--- src/rtl/dma_cycle_seq.sv ---
// Multi-channel DMA memory-cycle sequencer: arbitrates request channels and runs
// bursts of SETUP/MREQ/HOLD memory cycles. Define DMA_CYCLE_SEQ_FIXED_PRI_EN for fixed priority.
module dma_cycle_seq #(
    parameter int unsigned NUM_CH  = 2,
    parameter int unsigned CH_W    = 1,
    parameter int unsigned BURST_W = 4
) (
    input  logic               CLK,
    input  logic               RESET,
    input  logic               DSPBAK,
    input  logic               WAIT,
    input  logic [NUM_CH-1:0]  REQ,
    input  logic [BURST_W-1:0] BLEN,
    output logic [NUM_CH-1:0]  GNT,
    output logic [CH_W-1:0]    CH,
    output logic [1:0]         DMC,
    output logic [1:0]         DMCL,
    output logic               MREQL,
    output logic               ST23L,
    output logic               DONE,
    output logic               ABORT
);

    typedef enum logic [1:0] {
        S_IDLE  = 2'd0,
        S_SETUP = 2'd1,
        S_MREQ  = 2'd2,
        S_HOLD  = 2'd3
    } state_e;

    state_e             state_q, state_d;
    logic [NUM_CH-1:0]  gnt_q, gnt_d;
    logic [CH_W-1:0]    ch_q, ch_d;
    logic [BURST_W-1:0] cnt_q, cnt_d;
    logic               done_q, done_d;
    logic               abort_q, abort_d;
    logic [1:0]         dmcl_q;
    logic               mreql_q, st23l_q;
    logic [CH_W-1:0]    win;

`ifdef DMA_CYCLE_SEQ_FIXED_PRI_EN
    // Lowest-index set request wins; scan downwards so the last hit is the lowest.
    always_comb begin
        win = '0;
        for (int i = int'(NUM_CH) - 1; i >= 0; i--) begin
            if (REQ[i]) win = CH_W'(i);
        end
    end
`else
    logic [CH_W-1:0] ptr_q, ptr_d;
    logic [CH_W-1:0] idx;

    // Round-robin from ptr+1; scan farthest-first so the nearest set request wins.
    always_comb begin
        win = '0;
        idx = '0;
        for (int unsigned k = NUM_CH; k >= 1; k--) begin
            idx = CH_W'((32'(ptr_q) + k) % NUM_CH);
            if (REQ[idx]) win = idx;
        end
    end
`endif

    always_comb begin
        state_d = state_q;
        gnt_d   = gnt_q;
        ch_d    = ch_q;
        cnt_d   = cnt_q;
        done_d  = 1'b0;
        abort_d = 1'b0;
`ifndef DMA_CYCLE_SEQ_FIXED_PRI_EN
        ptr_d   = ptr_q;
`endif
        case (state_q)
            S_IDLE: begin
                if (DSPBAK && (REQ != '0)) begin
                    state_d = S_SETUP;
                    gnt_d   = NUM_CH'(1) << win;
                    ch_d    = win;
                    cnt_d   = BLEN;
                end
            end
            S_SETUP: begin
                if (!DSPBAK) begin
                    state_d = S_IDLE;
                    abort_d = 1'b1;
                    gnt_d   = '0;
                end else if (!WAIT) begin
                    state_d = S_MREQ;
                end
            end
            // A started memory cycle always completes, so DSPBAK is not looked at here.
            S_MREQ: begin
                if (!WAIT) state_d = S_HOLD;
            end
            S_HOLD: begin
                if ((cnt_q != '0) && DSPBAK) begin
                    state_d = S_SETUP;
                    cnt_d   = cnt_q - BURST_W'(1);
                end else begin
                    state_d = S_IDLE;
                    gnt_d   = '0;
                    done_d  = (cnt_q == '0);
                    abort_d = (cnt_q != '0);
`ifndef DMA_CYCLE_SEQ_FIXED_PRI_EN
                    ptr_d   = ch_q;
`endif
                end
            end
        endcase
    end

    // Strobes are decoded from the next state so they line up with DMC.
    always_ff @(posedge CLK) begin
        if (RESET) begin
            state_q <= S_IDLE;
            gnt_q   <= '0;
            ch_q    <= '0;
            cnt_q   <= '0;
            done_q  <= 1'b0;
            abort_q <= 1'b0;
            dmcl_q  <= 2'b11;
            mreql_q <= 1'b1;
            st23l_q <= 1'b1;
`ifndef DMA_CYCLE_SEQ_FIXED_PRI_EN
            ptr_q   <= '0;
`endif
        end else begin
            state_q <= state_d;
            gnt_q   <= gnt_d;
            ch_q    <= ch_d;
            cnt_q   <= cnt_d;
            done_q  <= done_d;
            abort_q <= abort_d;
            dmcl_q  <= ~state_d;
            mreql_q <= (state_d != S_MREQ);
            st23l_q <= !((state_d == S_MREQ) || (state_d == S_HOLD));
`ifndef DMA_CYCLE_SEQ_FIXED_PRI_EN
            ptr_q   <= ptr_d;
`endif
        end
    end

    assign DMC   = state_q;
    assign DMCL  = dmcl_q;
    assign MREQL = mreql_q;
    assign ST23L = st23l_q;
    assign GNT   = gnt_q;
    assign CH    = ch_q;
    assign DONE  = done_q;
    assign ABORT = abort_q;

endmodule

--- config.mk ---
export PLATFORM = sky130hd
export DESIGN_NAME = dma_cycle_seq
export DESIGN_NICKNAME = d
export VERILOG_FILES = /design/src/rtl/dma_cycle_seq.sv
export SDC_FILE = /design/constraint.sdc
export NUM_CORES = 1
export LEC_CHECK = 0
export BUFFER_PORTS_ARGS = -buffer_cell sky130_fd_sc_hd__buf_2
export CORE_MARGIN = 1
export CORE_UTILIZATION = 52
export CTS_BUF_LIST = sky130_fd_sc_hd__clkbuf_4 sky130_fd_sc_hd__clkbuf_8
export CTS_CLUSTER_DIAMETER = 30
export DETAILED_ROUTE_END_ITERATION = 7
export PLACE_DENSITY = 0.8
export RECOVER_POWER = 100
export SLEW_MARGIN = 20
export SYNTH_ARGS = -nofsm -noshare
export SYNTH_HDL_FRONTEND = slang
export SYNTH_SLANG_ARGS = --single-unit
--- constraint.sdc ---
create_clock -name CLK -period 2 [get_ports CLK]
set_input_delay 0.3 -clock CLK [delete_from_list [all_inputs] [get_ports CLK]]
set_output_delay 0.3 -clock CLK [all_outputs]
set_load 0.01 [all_outputs]
==> results of run 1 <==
-- layer usage --
metal,track usage [%],part of all wire [%],up-vias,wire (um)
li1,-,-,342,-
met1,26.7,44,306,644
met2,37.5,48,24,700
met3,6.94,6.0,4,88
met4,14.7,1.6,0,23
met5,0,0,-,0
-- worst min path at each step --
stage | startpoint | to | cells past startpoint
global route | BLEN[0] | cnt_q[0] | 3
global placement | GNT[0] | GNT[0] | 2
detailed placement | GNT[0] | GNT[0] | 2
finish | BLEN[0] | cnt_q[0] | 3
CTS | BLEN[0] | cnt_q[0] | 3
floorplan | RESET | DMCL[0] | 1
-- registers in the layout (all words and copies together) (netlist names) --
| register | count |
|---|---|
| DONE | 1 |
| ABORT | 1 |
| CH | 1 |
| MREQL | 1 |
| GNT | 2 |
| DMCL | 2 |
| DMC | 2 |
| ptr_q | 1 |
| cnt_q | 4 |
-- placed cells by master, fill, tap and decap left out, drive strengths merged --
cell type | Yosys | routed
nand3 | 4 | 4
nor4b | 1 | 1
buf | 4 | 10
or2b | 1 | 1
nand2 | 7 | 7
nand2b | 2 | 2
or4b | 1 | 1
or3b | 1 | 1
dfxtp | 15 | 15
a211o | 1 | 1
inv | 6 | 6
o21ai | 5 | 5
o22ai | 1 | 1
or3 | 2 | 2
ha | 1 | 1
clkbuf | 1 | 15
mux2i | 1 | 1
nor3 | 2 | 2
or2 | 1 | 1
nand3b | 3 | 3
o41ai | 1 | 1
or4 | 1 | 1
a21boi | 2 | 2
and2 | 1 | 1
nor2 | 6 | 6
a221o | 3 | 3
a21oi | 7 | 7
a31oi | 2 | 2
and3 | 1 | 1
-- tightest hold or removal path, stage by stage --
cell and delay (ns):
buf_2 0.10, nand3_1 0.05, a31oi_1 0.07
-- layout make-up --
type,count,area [sq um]
Fill cell,122,477
Multi-Input combinational cell,58,362
Sequential cell,15,300
Timing Repair Buffer,21,91.3
Clock buffer,4,30.0
Inverter,6,22.5
Tap cell,15,18.8
-- power by group --
part	internal [mW]	total (mW)	switching, mW	leakage, nW
Combinational	0.0373	0.0870	0.0498	0.172
Sequential	0.314	0.326	0.0122	0.122
Clock	0.0911	0.187	0.0959	0.0184
-- logic make-up (layout without fill, tap and decap cells) --
| kind of cell | after synthesis | after routing | share of synthesized area (%) |
|---|---|---|---|
| and+or+nand+nor | 34 | 34 | 27.0 |
| buffers and inverters | 11 | 31 | 8.00 |
| adders and majority gates | 1 | 1 | 1.74 |
| muxes | 1 | 1 | 1.39 |
| AOI/OAI and AO/OA | 22 | 22 | 20.2 |
| DFF | 15 | 15 | 41.7 |
-- cell usage after synthesis, types with 3 or more instances --
| cell | number | area, sq um |
|---|---|---|
| a21oi_1 | 6 | 30.0 |
| nand3b_1 | 3 | 22.5 |
| o21ai_0 | 4 | 20.0 |
| nor2_1 | 6 | 22.5 |
| nand2_1 | 7 | 26.3 |
| a221o_1 | 3 | 30.0 |
| nand3_1 | 4 | 20.0 |
| dfxtp_1 | 15 | 300 |
| inv_1 | 6 | 22.5 |
-- stage by stage --
| step | instances | total power [mW] | setup slack, ns | area (sq um) | utilization [%] |
|---|---|---|---|---|---|
| 2_1_floorplan | 84 | 0.396 | 0.344 | 719 | - |
| 5_1_grt | 119 | 0.637 | 0.126 | 825 | 63.4 |
| 3_3_place_gp | 115 | 0.420 | 0.275 | 811 | 62.3 |
| 6_report | 119 | 0.600 | 0.222 | 825 | 63.4 |
| 4_1_cts | 119 | 0.610 | 0.216 | 841 | 64.6 |
| 3_5_place_dp | 115 | 0.422 | 0.225 | 811 | 62.3 |
==> reports/metrics.yaml, run 1 <==
synth:
  yosys_most_used_dff: "dfxtp_1"
  avgSynthCellArea_sq_um: 8.56
  synth.distinct_cells: 34
  async_flop_share_pct: 0
  ys_ff_latch: 15
  synth_edf_count: 0
  synth.yosys.seq_area_share_pct: 41.7
  syn_area_sq_um: 719
  syn-num-nets: 95
  synth_warnings: 0
  netlist_instances: 84
clock_tree:
  numCtsBuffers: 3
  cts_tree: "yes"
  cts_buffer_depth: 2
  cts_hold_buf: 0
  ctsResizeCount: 0
  clock_latency_ns: 0.29
  cts_root_buf: "clkbuf_4"
  htree_levels: 1
  post-cts-setup-buffers: 0
  cts.clk_slew.worst_paths_ns: 0.09
  clock-sinks: 15
critical_path:
  worst_r2r_path_depth: 6
  cp_num_buf_inv: 1
  crit_path_start_kind: "flop"
  cpPeakStageDelay_ns: 0.44
  crit_type: "reg -> reg"
  cp-startpoint: "cnt_q[0]"
  worstPathRequired_ns: 2.17
  r2r-start: "cnt_q[0]"
  cp_top_family: "simple AND/OR/NAND/NOR gates"
  crit_cells: 6
  r2r-end: "GNT[1]"
  crit_fanout: 5
  regToRegSetupSlack_ns: 0.22
  worstPathCellList: "inv_1 > ha_1 > or3b_1 > or2_2 > a21boi_0 > o22ai_1"
  crit_path_end_kind: "flop"
  cp-endpoint: "GNT[1]"
  worst_ep_arrival_time_ns: 1.95
  slowest_stage: "or3b_1"
placement:
  io_buffer_count: 20
  dpl.hpwl_um: 1030
  gp_routability_congestion: 0.830
power_and_ir_drop:
  p_leak_nw: 0.313
  power_density_nw_per_um2: 727
  vdd_drop_max_mv: 0.504
final_layout:
  areaGrowthSynthToFinish_pct: 14.6
  num_antenna_cells: 0
  layout.nets: 116
  drive_above_1_share_pct: 18.3
timing:
  setup_viol: 0
  tns_ns: 0
  clock.fmax_ghz: 0.562
  min_period_ns: 1.78
  rsz0062_at_grt: "false"
  hold_viol_final: 0
  worst_slew_pin_slew_ns: 0.543
  whs_ns: 0.285
  fin_worst_skew_ns: 0.00492
  finalCritPeriodShare_pct: 88.9
  relSlewSlack_pct: 63.3
  drv_slew: 0
global_route:
  antenna_found_initial: 0
  grt.total_usage_pct: 23.4
  grt_pass1_vias: 562
  overflow: 0
  grt_max_degree: 17
  grt_first_pass_wirelength_um: 2350
drt:
  via_per_inst: 5.68
  ant_nets: 0
  routed_wl_um: 1460
  drt-initial-drc-count: 25
  dr.pass1.iters: 4
  wire_per_inst_um: 12.2
  num_vias: 676
  drc: 0
die:
  rows: 13
  initial_core_util_pct: 55.3
  die_w_um: 39.2
  dieHeight_um: 39.2
  top_level_ports: 21
  coreArea_sq_um: 1300
  dieArea_sq_um: 1540
outcome:
  status: "finished clean"
job:
  maxCapViolations: 0
hold_path:
  hp-class: "in -> reg"
No activity file was read; power rests on OpenSTA's default activity.
==> inputs of run 2 (changes only) <==
- CORE_UTILIZATION: 52 -> 27
- MAX_ROUTING_LAYER: not set -> met4
- PLACE_DENSITY: 0.8 -> not set
==> run 2 against run 1 <==
Compared with the run above: first-iteration DRC count down 88%; utilization down 30 points; register-to-register slack barely moved; final area grew 2.0%; wire length grew 9.1%; sequential share of layout area shrank 0.70 points; critical endpoint unchanged.
==> reports/metrics.yaml, run 2 (synthesis gave the netlist of run 1 again) <==
critical_path:
  crit_fanout: 5  # unchanged
  worst_ep_arrival_time_ns: 1.95  # about the same
  crit_path_start_kind: "flop"  # unchanged
  crit_path_end_kind: "flop"  # unchanged
  worstPathRequired_ns: 2.18  # was 2.17 ns
  crit_type: "reg -> reg"  # unchanged
final_layout:
  num_antenna_cells: 0  # unchanged
  instances_no_fill: 134  # was 119
  final_common_cell: "dfxtp_1"  # unchanged
  layout.nets: 116  # unchanged
  largest_reg_flops: 4  # unchanged
  drive_above_1_share_pct: 18.3  # unchanged
  most-common-layout-cells: "15 x dfxtp_1, 10 x buf_2, 10 x clkbuf_1"  # was 15 x dfxtp_1, 11 x clkbuf_1, 10 x buf_2
  regMostFlops: "cnt_q"  # unchanged
  areaGrowthSynthToFinish_pct: 16.9  # was 14.6%
timing:
  fin_worst_skew_ns: 0.00607  # was 0.00492 ns
  rsz0062_at_grt: "false"  # unchanged
  tns_ns: 0  # unchanged
  clock.fmax_ghz: 0.565  # was 0.562 GHz
  worst_slew_pin_slew_ns: 0.609  # was 0.543 ns
  finalCritPeriodShare_pct: 88.5  # was 88.9%
  hold_viol_final: 0  # unchanged
  setup_viol: 0  # unchanged
  drv_slew: 0  # unchanged
  min_period_ns: 1.77  # was 1.78 ns
  relSlewSlack_pct: 58.8  # was 63.3%
drt:
  ant_nets: 0  # unchanged
  num_vias: 670  # was 676
  wire_per_inst_um: 11.9  # was 12.2 um
  via_per_inst: 5.00  # was 5.68
  routed_wl_um: 1590  # was 1460 um
  drt-initial-drc-count: 3  # was 25
  dr.pass1.iters: 4  # unchanged
  drc: 0  # unchanged
power_and_ir_drop:
  power_density_nw_per_um2: 705  # was 727 nW/um^2
  p_clk_share_pct: 30.1  # was 31.2%
  p_int_uw: 427  # was 442 uW
  p_sw_uw: 166  # was 158 uW
  pwr-share-comb_pct: 15.3  # was 14.5%
  p_sw_share_pct: 28.0  # was 26.3%
  p_leak_nw: 0.316  # was 0.313 nW
  vdd_drop_max_mv: 0.321  # was 0.504 mV
  seq_power_share_pct: 54.7  # was 54.3%
clock_tree:
  ctsResizeCount: 0  # unchanged
  cts_tree: "yes"  # unchanged
  htree_levels: 1  # unchanged
  clock_latency_ns: 0.29  # about the same
  cts_hold_buf: 0  # unchanged
  post-cts-setup-buffers: 0  # unchanged
  clock-sinks: 15  # unchanged
  cts_buffer_depth: 2  # unchanged
  numCtsBuffers: 3  # unchanged
  cts_root_buf: "clkbuf_4"  # unchanged
  cts.clk_slew.worst_paths_ns: 0.10  # was 0.09 ns
die:
  initial_core_util_pct: 28.8  # was 55.3%
  top_level_ports: 21  # unchanged
  dieArea_sq_um: 2880  # was 1540 sq um
  rows: 18  # was 13
  die_w_um: 53.6  # was 39.2 um
  dieHeight_um: 53.6  # was 39.2 um
  coreArea_sq_um: 2500  # was 1300 sq um
placement:
  dpl.hpwl_um: 1150  # was 1030 um
  place_inst: 130  # was 115
  io_buffer_count: 20  # unchanged
  gp_routability_congestion: 0.814  # was 0.830
global_route:
  overflow: 0  # unchanged
  grt_first_pass_wirelength_um: 2670  # was 2350 um
  grt_pass1_vias: 606  # was 562
  grt_max_degree: 17  # unchanged
  grt.total_usage_pct: 13.4  # was 23.4%
  antenna_found_initial: 0  # unchanged
job:
  maxCapViolations: 0  # unchanged
hold_path:
  hp-class: "in -> reg"  # unchanged
outcome:
  status: "finished clean"  # unchanged
## run 2: cell count changes in the layout (fill, tap and decap cells not counted), sizes merged
cell,previous run,this run
buf,10,11
clkinv,0,1
clkbuf,15,13
## run 2: layout make-up
| cell class | count | area (sq um) |
|---|---|---|
| clock buffers | 3 | 22.5 |
| clock inverters | 1 | 5.00 |
| fillers | 278 | 1660 |
| inverters | 6 | 22.5 |
| multi-input cells | 58 | 358 |
| flip-flops and latches | 15 | 300 |
| well taps | 30 | 37.5 |
| repair buffers | 21 | 95.1 |
## run 2: metrics by stage
step	hold slack, ns	utilization, %	instance area (sq um)	power [mW]	worst slack (ns)
floorplan	0.424	-	719	0.396	0.344
detailed placement	0.465	33.2	830	0.425	0.250
CTS	0.275	34.3	857	0.604	0.238
global placement	0.458	33.2	830	0.422	0.266
global route	0.308	33.6	841	0.639	0.108
finish	0.288	33.6	841	0.593	0.230
## run 2: path summary, 6_finish.rpt
kind	cells past startpoint	endpoint	startpoint	slack, ns
max	6	GNT[1]	cnt_q[0]	0.23
min	3	cnt_q[0]	BLEN[0]	0.29
max reg2reg	6	GNT[1]	cnt_q[0]	0.23
min reg2reg	2	GNT[0]	GNT[0]	0.47
## run 2: worst max-delay path, cell delays in order, from the launching register on
cell and delay, ns:
dfxtp_1 0.34, inv_1 0.06, ha_1 0.17, or3b_1 0.42, or2_2 0.30, a21boi_0 0.25
o22ai_1 0.12
## run 2: power groups by stage
stage	registers (mW)	logic (mW)	clock network, mW
3_3_place_gp	0.330	0.0926	0
5_1_grt	0.327	0.102	0.210
4_1_cts	0.324	0.0947	0.186
6_report	0.324	0.0905	0.178
2_1_floorplan	0.334	0.0625	0
3_5_place_dp	0.331	0.0941	0
## run 2: layer usage
layer | vias to the layer above | wire (um) | global-route usage (%) | part of all wire (%)
met5 | - | 0 | - | 0
met2 | 17 | 712 | 20.4 | 45
met3 | 2 | 117 | 5.37 | 7.4
met1 | 313 | 752 | 16.1 | 47
li1 | 338 | - | - | -
met4 | 0 | 8 | 3.95 | 0.50
==> inputs of run 3 (changes only) <==
- clock period: 2 -> 2.29 ns (I/O delays scaled with it)
==> run 3 against run 2 <==
Compared with the run above: final area shrank 0.60%; power shrank 13%; wire length shrank 1.8%; largest cell class unchanged; die area is the same.
==> reports/metrics.yaml, run 3 (synthesis gave the netlist of run 1 again) <==
drt:
  wire_per_inst_um: 11.7  # was 11.9 um
  routed_wl_um: 1560  # was 1590 um
  wl_met3_um: 109  # was 117 um
  dr.pass1.iters: 4  # unchanged
  via_per_inst: 4.98  # was 5.00
  met1_length_um: 739  # was 752 um
  dr.max_layer_used: "met4"  # unchanged
  wl_met2_um: 698  # was 712 um
  num_vias: 663  # was 670
  ant_nets: 0  # unchanged
  drc: 0  # unchanged
  drt-initial-drc-count: 15  # was 3
placement:
  io_buffer_count: 20  # unchanged
  dpl.hpwl_um: 1110  # was 1150 um
  place_ws_ns: 0.486  # was 0.250 ns
  gp_routability_congestion: 0.852  # was 0.814
  placed_area_sq_um: 822  # was 830 sq um
  place_inst: 129  # was 130
final_layout:
  layout.nets: 115  # was 116
  regMostFlops: "cnt_q"  # unchanged
  largest_reg_flops: 4  # unchanged
  final_cell_area_sq_um: 836  # was 841 sq um
  most-common-layout-cells: "15 x dfxtp_1, 11 x clkbuf_1, 9 x buf_2"  # was 15 x dfxtp_1, 10 x buf_2, 10 x clkbuf_1
  fillers: 280  # was 278
  instances_no_fill: 133  # was 134
  multi_input_area_sq_um: 362  # was 358 sq um
  seqCellArea_sq_um: 300  # unchanged
  drive_above_1_share_pct: 17.5  # was 18.3%
  final_common_cell: "dfxtp_1"  # unchanged
  final_core_util_pct: 33.4  # was 33.6%
  areaGrowthSynthToFinish_pct: 16.2  # was 16.9%
  num_antenna_cells: 0  # unchanged
die:
  dieArea_sq_um: 2880  # unchanged
  initial_core_util_pct: 28.8  # unchanged
  top_level_ports: 21  # unchanged
  die_w_um: 53.6  # unchanged
  rows: 18  # unchanged
  coreArea_sq_um: 2500  # unchanged
  dieHeight_um: 53.6  # unchanged
critical_path:
  cpPeakStageDelay_ns: 0.42  # about the same
  slowest_stage: "or3b_1"  # unchanged
  crit_type: "reg -> reg"  # unchanged
  worst_ep_arrival_time_ns: 1.99  # was 1.95 ns
  crit_path_start_kind: "flop"  # unchanged
  crit_path_end_kind: "flop"  # unchanged
  crit_fanout: 5  # unchanged
  worstPathRequired_ns: 2.46  # was 2.18 ns
  worstPathCellList: "inv_1 > ha_1 > or3b_1 > or2_2 > a21boi_0 > o22ai_1"  # unchanged
global_route:
  grt_first_pass_wirelength_um: 2620  # was 2670 um
  overflow: 0  # unchanged
  grt_max_degree: 17  # unchanged
  antenna_found_initial: 0  # unchanged
  grt_pass1_vias: 600  # was 606
  grt.total_usage_pct: 13.4  # about the same
timing:
  worst_slack_ns: 0.468  # was 0.230 ns
  clock.fmax_ghz: 0.549  # was 0.565 GHz
  whs_ns: 0.325  # was 0.288 ns
  finalCritPeriodShare_pct: 79.6  # was 88.5%
  relSlewSlack_pct: 62.2  # was 58.8%
  setup_viol: 0  # unchanged
  tns_ns: 0  # unchanged
  rsz0062_at_grt: "false"  # unchanged
  worst_slew_pin_slew_ns: 0.559  # was 0.609 ns
  fin_worst_skew_ns: 0.000738  # was 0.00607 ns
  drv_slew: 0  # unchanged
  min_period_ns: 1.82  # was 1.77 ns
  hold_viol_final: 0  # unchanged
power_and_ir_drop:
  p_leak_nw: 0.307  # was 0.316 nW
  power_density_nw_per_um2: 619  # was 705 nW/um^2
  vdd_drop_max_mv: 0.299  # was 0.321 mV
  power.total_uw: 518  # was 593 uW
clock_tree:
  clock-sinks: 15  # unchanged
  cts_buffer_depth: 2  # unchanged
  clock_latency_ns: 0.29  # about the same
  cts.clk_slew.worst_paths_ns: 0.09  # was 0.10 ns
  numCtsBuffers: 3  # unchanged
  cts_hold_buf: 0  # unchanged
  cts_tree: "yes"  # unchanged
  ctsResizeCount: 0  # unchanged
  post-cts-setup-buffers: 0  # unchanged
  cts_root_buf: "clkbuf_4"  # unchanged
  htree_levels: 1  # unchanged
outcome:
  status: "finished clean"  # unchanged
job:
  maxCapViolations: 0  # unchanged
hold_path:
  hp-class: "in -> reg"  # unchanged
[run 3: cell types whose count changed in the layout (fill, tap and decap cells not counted), sizes merged]
cell / delta
buf: -2
clkbuf: +1
[run 3: layer usage]
layer / GRT usage [%] / vias to the layer above
met3: 6.21 / 2
li1: - / 336
met2: 20.0 / 18
met4: 5.26 / 0
met5: - / -
met1: 15.5 / 307
[run 3: worst max-delay path: cells and delay by family, from the launching register on]
family / cells / cell delay, ns
AND/OR/NAND/NOR: 2 / 0.72
AO/OA/AOI/OAI: 2 / 0.40
flip-flops: 1 / 0.34
buffers and inverters: 1 / 0.06
adder cells (fa/ha/maj): 1 / 0.17
[run 3: final timing paths]
path	startpoint	end	slack, ns	cells after the start
max	cnt_q[0]	GNT[1]	0.47	6
min	BLEN[0]	cnt_q[0]	0.33	3
max reg2reg	cnt_q[0]	GNT[1]	0.47	6
min reg2reg	CH	CH	0.48	2
[run 3: cell type report]
| cell class | instances | area share [%] |
|---|---|---|
| Tap cell | 30 | 4.49 |
| Timing Repair Buffer | 20 | 10.3 |
| Clock inverter | 1 | 0.599 |
| Inverter | 6 | 2.69 |
| Clock buffer | 3 | 2.69 |
| Sequential cell | 15 | 35.9 |
| Multi-Input combinational cell | 58 | 43.3 |
[run 3: power by group]
part           total [mW]  switching, mW  leakage [nW]  internal (mW)
registers           0.286         0.0125         0.122          0.274
clock network       0.157         0.0921        0.0177         0.0650
logic              0.0742         0.0419         0.167         0.0323
total               0.518          0.146         0.307          0.371
